--- config.mk ---
export PLATFORM = sky130hd
export DESIGN_NAME = ksa_pipe_flat
export DESIGN_NICKNAME = d
export VERILOG_FILES = /design/src/rtl/ksa_pipe_if.sv /design/src/rtl/ksa_pipe.sv /design/src/flat_wrapper.sv
export SDC_FILE = /design/constraint.sdc
export NUM_CORES = 1
export LEC_CHECK = 0
export ABC_CLOCK_PERIOD_IN_PS = 1500
export CELL_PAD_IN_SITES_DETAIL_PLACEMENT = 1
export CELL_PAD_IN_SITES_GLOBAL_PLACEMENT = 2
export CORE_ASPECT_RATIO = 1.2
export CORE_MARGIN = 2
export CORE_UTILIZATION = 40
export CTS_BUF_LIST = sky130_fd_sc_hd__clkbuf_4 sky130_fd_sc_hd__clkbuf_8
export CTS_CLUSTER_DIAMETER = 80
export CTS_CLUSTER_SIZE = 8
export DETAILED_ROUTE_END_ITERATION = 16
export GPL_ROUTABILITY_DRIVEN = 0
export PLACE_DENSITY = 0.89
export SLEW_MARGIN = 20
export SYNTH_ARGS = -nofsm -noshare
export SYNTH_HDL_FRONTEND = slang
export SYNTH_SLANG_ARGS = --single-unit
--- constraint.sdc ---
create_clock -name i_clk -period 1.5 [get_ports i_clk]
set_input_delay 0.225 -clock i_clk [delete_from_list [all_inputs] [get_ports i_clk]]
set_output_delay 0.225 -clock i_clk [all_outputs]
set_load 0.01 [all_outputs]
--- src/rtl/ksa_pipe_if.sv ---
// Operand/result stream bundle for the pipelined Kogge-Stone adder.
// The slave side is the adder; the master side is whatever feeds it and drains it.
interface ksa_pipe_if #(
  parameter int unsigned WIDTH = 24
);
  logic             i_valid;
  logic             o_ready;
  logic             c0;
  logic             i_sub;
  logic [WIDTH-1:0] i_a;
  logic [WIDTH-1:0] i_b;
  logic             o_valid;
  logic             i_ready;
  logic [WIDTH-1:0] o_s;
  logic             o_carry;
  logic             o_ovf;

  modport slave (
    input  i_valid, c0, i_sub, i_a, i_b, i_ready,
    output o_ready, o_valid, o_s, o_carry, o_ovf
  );

  modport master (
    output i_valid, c0, i_sub, i_a, i_b, i_ready,
    input  o_ready, o_valid, o_s, o_carry, o_ovf
  );
endinterface

--- src/rtl/ksa_pipe.sv ---
// Pipelined Kogge-Stone adder/subtractor: one register per prefix level plus
// input (g/p) and output (sum) stages; the whole pipe freezes on output backpressure.
module ksa_pipe #(
  parameter int unsigned WIDTH = 24
) (
  input logic       i_clk,
  input logic       i_rst_n,
  ksa_pipe_if.slave bus
);
  localparam int unsigned LEVELS = $clog2(WIDTH);

  logic             stall;
  logic [WIDTH-1:0] b_eff;
  logic [WIDTH-1:0] g_in;
  logic [WIDTH-1:0] p_in;
  logic             cin_in;

  // Index 0 is the g/p stage, index k holds the result of prefix level k.
  logic [WIDTH-1:0] g_q   [0:LEVELS];
  logic [WIDTH-1:0] p_q   [0:LEVELS];
  logic [WIDTH-1:0] po_q  [0:LEVELS];
  logic             cin_q [0:LEVELS];
  logic             v_q   [0:LEVELS];
  logic [WIDTH-1:0] g_n   [1:LEVELS];
  logic [WIDTH-1:0] p_n   [1:LEVELS];

  logic [WIDTH-1:0] gp;
  logic [WIDTH-1:0] s_next;
  logic [WIDTH-1:0] s_q;
  logic             ov_q;
  logic             carry_q;
  logic             ovf_q;

  assign stall       = ov_q & ~bus.i_ready;
  assign bus.o_ready = ~stall;

  // Carry-in enters as a bit -1 generate, merged into bit 0 here so that every
  // prefix reaching bit 0 already includes it.
  always_comb begin
    b_eff   = bus.i_sub ? ~bus.i_b : bus.i_b;
    cin_in  = bus.i_sub | bus.c0;
    p_in    = bus.i_a ^ b_eff;
    g_in    = bus.i_a & b_eff;
    g_in[0] = g_in[0] | (p_in[0] & cin_in);
  end

  for (genvar k = 1; k <= LEVELS; k++) begin : g_lvl
    localparam int unsigned      SPAN = 1 << (k - 1);
    localparam logic [WIDTH-1:0] LOW  = ~({WIDTH{1'b1}} << SPAN);
    assign g_n[k] = g_q[k-1] | (p_q[k-1] & (g_q[k-1] << SPAN));
    assign p_n[k] = p_q[k-1] & ((p_q[k-1] << SPAN) | LOW);
  end

  assign gp     = g_q[LEVELS];
  assign s_next = po_q[LEVELS] ^ {gp[WIDTH-2:0], cin_q[LEVELS]};

  always_ff @(posedge i_clk or negedge i_rst_n) begin
    if (!i_rst_n) begin
      for (int unsigned k = 0; k <= LEVELS; k++) begin
        g_q[k]   <= '0;
        p_q[k]   <= '0;
        po_q[k]  <= '0;
        cin_q[k] <= 1'b0;
        v_q[k]   <= 1'b0;
      end
      s_q     <= '0;
      ov_q    <= 1'b0;
      carry_q <= 1'b0;
      ovf_q   <= 1'b0;
    end else if (!stall) begin
      v_q[0]   <= bus.i_valid;
      g_q[0]   <= g_in;
      p_q[0]   <= p_in;
      po_q[0]  <= p_in;
      cin_q[0] <= cin_in;
      for (int unsigned k = 1; k <= LEVELS; k++) begin
        v_q[k]   <= v_q[k-1];
        g_q[k]   <= g_n[k];
        p_q[k]   <= p_n[k];
        po_q[k]  <= po_q[k-1];
        cin_q[k] <= cin_q[k-1];
      end
      ov_q    <= v_q[LEVELS];
      s_q     <= s_next;
      carry_q <= gp[WIDTH-1];
      ovf_q   <= gp[WIDTH-1] ^ gp[WIDTH-2];
    end
  end

  assign bus.o_valid = ov_q;
  assign bus.o_s     = s_q;
  assign bus.o_carry = carry_q;
  assign bus.o_ovf   = ovf_q;
endmodule

--- src/flat_wrapper.sv ---
// flat-port wrapper written by rule: the top's interface ports become plain ports
module ksa_pipe_flat 
#(
  parameter int unsigned WIDTH = 24
)
  (i_clk, i_rst_n, bus_i_valid, bus_c0, bus_i_sub, bus_i_a, bus_i_b, bus_i_ready, bus_o_ready, bus_o_valid, bus_o_s, bus_o_carry, bus_o_ovf);
  ksa_pipe_if #(.WIDTH(WIDTH)) bus_i ();
  input logic i_clk;
  input logic i_rst_n;
  input wire logic [$bits(bus_i.i_valid)-1:0] bus_i_valid;
  input wire logic [$bits(bus_i.c0)-1:0] bus_c0;
  input wire logic [$bits(bus_i.i_sub)-1:0] bus_i_sub;
  input wire logic [$bits(bus_i.i_a)-1:0] bus_i_a;
  input wire logic [$bits(bus_i.i_b)-1:0] bus_i_b;
  input wire logic [$bits(bus_i.i_ready)-1:0] bus_i_ready;
  output wire logic [$bits(bus_i.o_ready)-1:0] bus_o_ready;
  output wire logic [$bits(bus_i.o_valid)-1:0] bus_o_valid;
  output wire logic [$bits(bus_i.o_s)-1:0] bus_o_s;
  output wire logic [$bits(bus_i.o_carry)-1:0] bus_o_carry;
  output wire logic [$bits(bus_i.o_ovf)-1:0] bus_o_ovf;
  assign bus_i.i_valid = bus_i_valid;
  assign bus_i.c0 = bus_c0;
  assign bus_i.i_sub = bus_i_sub;
  assign bus_i.i_a = bus_i_a;
  assign bus_i.i_b = bus_i_b;
  assign bus_i.i_ready = bus_i_ready;
  assign bus_o_ready = bus_i.o_ready;
  assign bus_o_valid = bus_i.o_valid;
  assign bus_o_s = bus_i.o_s;
  assign bus_o_carry = bus_i.o_carry;
  assign bus_o_ovf = bus_i.o_ovf;
  ksa_pipe #(.WIDTH(WIDTH)) u_core (.i_clk(i_clk), .i_rst_n(i_rst_n), .bus(bus_i));
endmodule
# Word level (Yosys, flattened, before mapping)
# Index checks and enable logic that the tools add are counted.
[word_totals]
regBits = 423
output_inout_bits = 28
elab_cells = 58
[op_classes]
n_mux = 1
n_bitwise = 25
[ops]
columns = ["operator", "n"]
rows = [
  ["$and A24 B24 Y24", 10],
  ["$or A24 B24 Y24", 5],
  ["$xor A24 B24 Y24", 2],
  ["$mux W24", 1],
  ["$not A24 Y24", 1],
  ["$and A1 B1 Y1", 2],
  ["$not A1 Y1", 2],
  ["$or A1 B1 Y1", 2],
  ["$xor A1 B1 Y1", 1],
]

# Logic depth before layout (Yosys ltp)
[depth]
ltp_word = 5
mapped_depth = 7

# Worst setup path after synthesis
# OpenSTA, ideal clock, no wires.
[synth_timing]
kind = "reg2reg"
start = "reg u_core.ov_q (netlist: u_core.bus.o_valid)"
end = "reg u_core.s_q[0] (netlist: u_core.bus.o_s[0])"
t_arrival_ns = 1.535
t_required_ns = 1.375
setup_slack_ns = -0.160
path_stages_with_launch = 8
n_path_buf = 4
cell_sequence = "dfrtp_1 -> buf_2 -> and2b_4 -> buf_6 -> inv_2 -> buf_6 -> buf_6 -> mux2_4"
[synth_between]
elab_chain_len = 1
[synth_rtl]
columns = ["element", "line_no", "rtl"]
rows = [
  ["start: declaration", "ksa_pipe.sv:30", "logic ov_q;"],
  ["start signal: assignment", "ksa_pipe.sv:83", "ov_q <= v_q[LEVELS];"],
  ["$and A1 B1 Y1", "ksa_pipe.sv:34", "assign stall = ov_q & ~bus.i_ready;"],
  ["end signal: assignment", "ksa_pipe.sv:84", "s_q <= s_next;"],
  ["end: declaration", "ksa_pipe.sv:29", "logic [WIDTH-1:0] s_q;"],
]
# No other way between the ends.
# A chain may end at the register's enable or synchronous reset.

# Worst setup path in the final report
[layout_timing]
start = "reg u_core.ov_q (netlist: u_core.bus.o_valid)"
end = "reg u_core.po_q[20] (netlist name)"
[layout_between]
elab_chain_len = 1
[layout_rtl]
columns = ["element", "line_no", "rtl"]
rows = [
  ["$and A1 B1 Y1", "ksa_pipe.sv:34", ""],
  ["end signal: indexed assignment", "ksa_pipe.sv:80", "po_q[k] <= po_q[k-1];"],
  ["end: declaration", "ksa_pipe.sv:21", "logic [WIDTH-1:0] po_q [0:LEVELS];"],
]
# No other way between the ends.

==> run summary <==
In the synthesized netlist, the cells that appear most often are 393 x dfrtp_1, 156 x o21ai_0, 155 x nand3b_1. The warning count from the yosys run came out at 0. STA classifies the critical path endpoint as a flop. The buffer cell driving the clock tree root is clkbuf_8. The post-DP HPWL is 27,100 um.

The final setup violation count is 391. The portion of the clock cycle consumed by the worst path in the final layout is 120%. The post-synthesis instance area is 16,800 um2. Together, buffers and inverters on the worst path number 3. The data required time at the worst endpoint came out at 1980 ps.

The depth of the CTS H-tree is 2. The number of buffers inserted during clock tree synthesis is 55. The proportion of power drawn by combinational gates is between 30 and 40%. The placement-stage cell area is ~19,000 um2.

The net switching power of the design came out at 14.8 mW. The slowest library cell on the worst path is dfrtp_4. Leaving out filler cells and counting taps, the final layout contains just under 2,000. By area the synthesized netlist is led by dfrtp_1 58%, mux2_4 11%, mux2_2 7.3%. The number of max-slew violations in the final report came out at 0.

The die boundary height came out at 229 um. The static leakage is about 9.3 nW. By startpoint and endpoint, the worst setup path is classified as flop to flop. TritonCTS built the clock tree. The checks that failed: negative setup slack. The final layout contains routed wiring with a total length of 46,300 um.

The number of antenna cells inserted came out at 0. In this run the core area contains 82 standard-cell rows. The final instance area is between 20,000 and 25,000 um2.

The core area is roughly 42,000 um2. The slew at the pin with the worst max-slew slack is 476 ps. The worst reg2reg path depth is 5.

The count of flip-flops with a built-in enable after synthesis is 0. The post-synth net total came out at 1,335. The run finished, with violations left. The buffer depth of the longest clock path is 3.

Counting flops with an async set or reset pin after synthesis yields a share of 100%. The stage delay of the slowest cell on the critical path is roughly 480 ps. The layout net count came out at 1,499. Entering global routing, the biggest net connects ~110 pins. The routed length per placed instance is 23.5 um.

The top-area cell type share of the netlist area came out at 58.4%. OpenSTA, run right after detailed placement, puts the worst setup slack at -81.4 ps. The number of design rule violations left after detail routing came out at 0. The largest total area in the synthesized netlist belongs to dfrtp_1. Walking the worst path, the cells encountered are and2b_4 -> inv_12 -> buf_8 -> bufbuf_16 -> mux2_4. Among all flip-flop cells after synthesis, the most frequent one is dfrtp_1. The initial antenna violation count is 0. The worst hold path belongs to the class input pin to async pin. For this block, the via count after detailed routing is approximately 11,000. The area growth from synthesis to layout is 24.6%. The number of top-level pins came out at 82. The synthesized design contains ~400 register bits.

The register share of total power is 46.0%. The final setup slack of the worst path is -305 ps. The number of buffer cells added on primary ports is 81. The final setup TNS came out at -59,990 ps. The starting utilization of the core area came out at 40.4%. STA puts the critical path data arrival time at 2290 ps.

The post-synthesis area per instance is 13.4 um2. The endpoint identified for the worst register-to-register timing path is u_core.po_q[20]. The cell with the most instances after synthesis is dfrtp_1. The overflow left after global routing is 0. The upper clock frequency limit came out at 554 MHz. The minimum clock period came out at 1810 ps. The number of cells after detailed placement is ~1,900. The width of the die came out at 191 um. The first-pass GRT wire length came out at 65,000 um.

The mean number of vias per cell is ~5.5. The startpoint identified for the worst register-to-register timing path is u_core.bus.o_valid. The clock latency on the worst-skew pair came out at just over 600 ps. The setup slack of the most critical reg-to-reg path is -310 ps. Sequential elements use 58.4% of the synthesized area. The count of final hold-check violations is 0. The critical path's top delay family is buffers and inverters. The max-capacitance violation count came out at 0. Along the worst path, the maximum fanout reaches 16.

In this run the power density over the cells is 2030 nW/um2. Net switching is between 30% and 40% of the power. The die footprint came out at approximately 44,000 um2. The clock-pin slew on the worst setup and hold paths is around 80 ps. The setup clock skew after layout is about 15 ps. The number of DRC violations after detailed-routing iteration 0 came out at 620. The clock sink count came out at a little under 400.

Global routing used 18.9% of the available tracks. The fraction of layout instances using a drive strength above 1 came out at 37.4%. Synthesis produced a netlist whose cell count is 1,257. The number of global-route vias before repair came out at 11,505. The worst setup path is launched from a flop. The relative slew slack is 68.3%.

The clock network is responsible for approximately 17% of the overall power. Setup repair after global routing could not meet its margin everywhere. The maximum VDD drop is between 0.8 and 0.9 mV. The first-pass detailed-route iteration total came out at 5.

The count of cell types in the netlist is 21. The cell-internal power came out at 27.7 mW. The remaining antenna violation count is 0.
## layout by cell type, fill, tap and decap left out, drive strengths merged, types with 2 or more instances in the layout
cell / count
dfrtp: 393
mux2: 235
o21ai: 156
nand3b: 155
a21oi: 90
buf: 87
clkbuf: 83
nand2: 66
clkdlybuf4s50: 50
xor2: 49
ha: 24
clkdlybuf4s15: 24
nor3b: 2
bufbuf: 2
inv: 2
## metal layers
layer,part of all wire (%),global-route usage (%),vias up
met3,3.4,2.50,81
met1,40,24.0,5731
met5,0,0,-
met4,3.1,6.44,0
met2,53,32.9,249
li1,-,-,4756
## registers in the layout, indices dropped and copies added, names as in the netlist
register,flops
u_core.bus.o_carry,1
u_core.bus.o_ovf,1
u_core.bus.o_s,24
u_core.bus.o_valid,1
u_core.cin_q,6
u_core.g_q,120
u_core.gp,24
u_core.p_q,90
u_core.po_q,120
u_core.v_q,6
## area by class of cell
cell class                      count  area [um2]
Fill cell                        4147       20700
Sequential cell                   393        9840
Multi-Input combinational cell    781        6980
Timing Repair Buffer              188        2650
Clock buffer                       59         800
Tap cell                          546         683
Inverter                            2        20.0
Clock inverter                      1        8.76
## cell families after synthesis
family,after synthesis,share of synthesized area (%)
simple gates,226,8.59
flops,393,58.4
xor+xnor,49,2.55
mux,235,18.5
compound gates,247,7.35
buf+inv,83,2.78
fa+ha+maj,24,1.78
## through the flow
stage / utilization [%] / hold WS, ps / total power, mW
global route: 50.4 / 129 / 44.6
detailed placement: 44.5 / 147 / 31.7
floorplan: - / -70.6 / 26.7
CTS: 47.0 / 98.6 / 39.3
global placement: 44.5 / 146 / 30.8
finish: 50.4 / 113 / 42.5
## how the worst max path moves through the flow
| stage | startpoint | endpoint | slack, ps | cells after the start |
|---|---|---|---|---|
| after floorplan | u_core.bus.o_valid | u_core.bus.o_s[0] | -120 | 7 |
| after global placement | u_core.bus.o_valid | u_core.bus.o_ovf | -40 | 4 |
| after detailed placement | u_core.bus.o_valid | u_core.bus.o_ovf | -80 | 4 |
| after CTS | u_core.bus.o_valid | bus_o_ready | -320 | 4 |
| after global routing | u_core.bus.o_valid | bus_o_ready | -330 | 4 |
| final | u_core.bus.o_valid | u_core.po_q[20] | -310 | 5 |
## power groups by stage
stage | combinational [mW] | sequential, mW | clock, mW
floorplan | 8.95 | 17.7 | 0
global placement | 11.6 | 19.2 | 0
detailed placement | 12.2 | 19.5 | 0
CTS | 12.6 | 19.3 | 7.37
global route | 16.9 | 19.9 | 7.79
finish | 15.8 | 19.5 | 7.19
## what timing repair did
item                                    in CTS  in global routing
gates resized for setup                     73                300
cloned                                       2                 29
pin swaps                                    0                 74
endpoints found under the setup margin     155                397
hold buffers                                 1                  0
endpoints found under the hold margin      393                  0
buffers inserted                            14                  8
No activity file was read; power rests on OpenSTA's default activity.
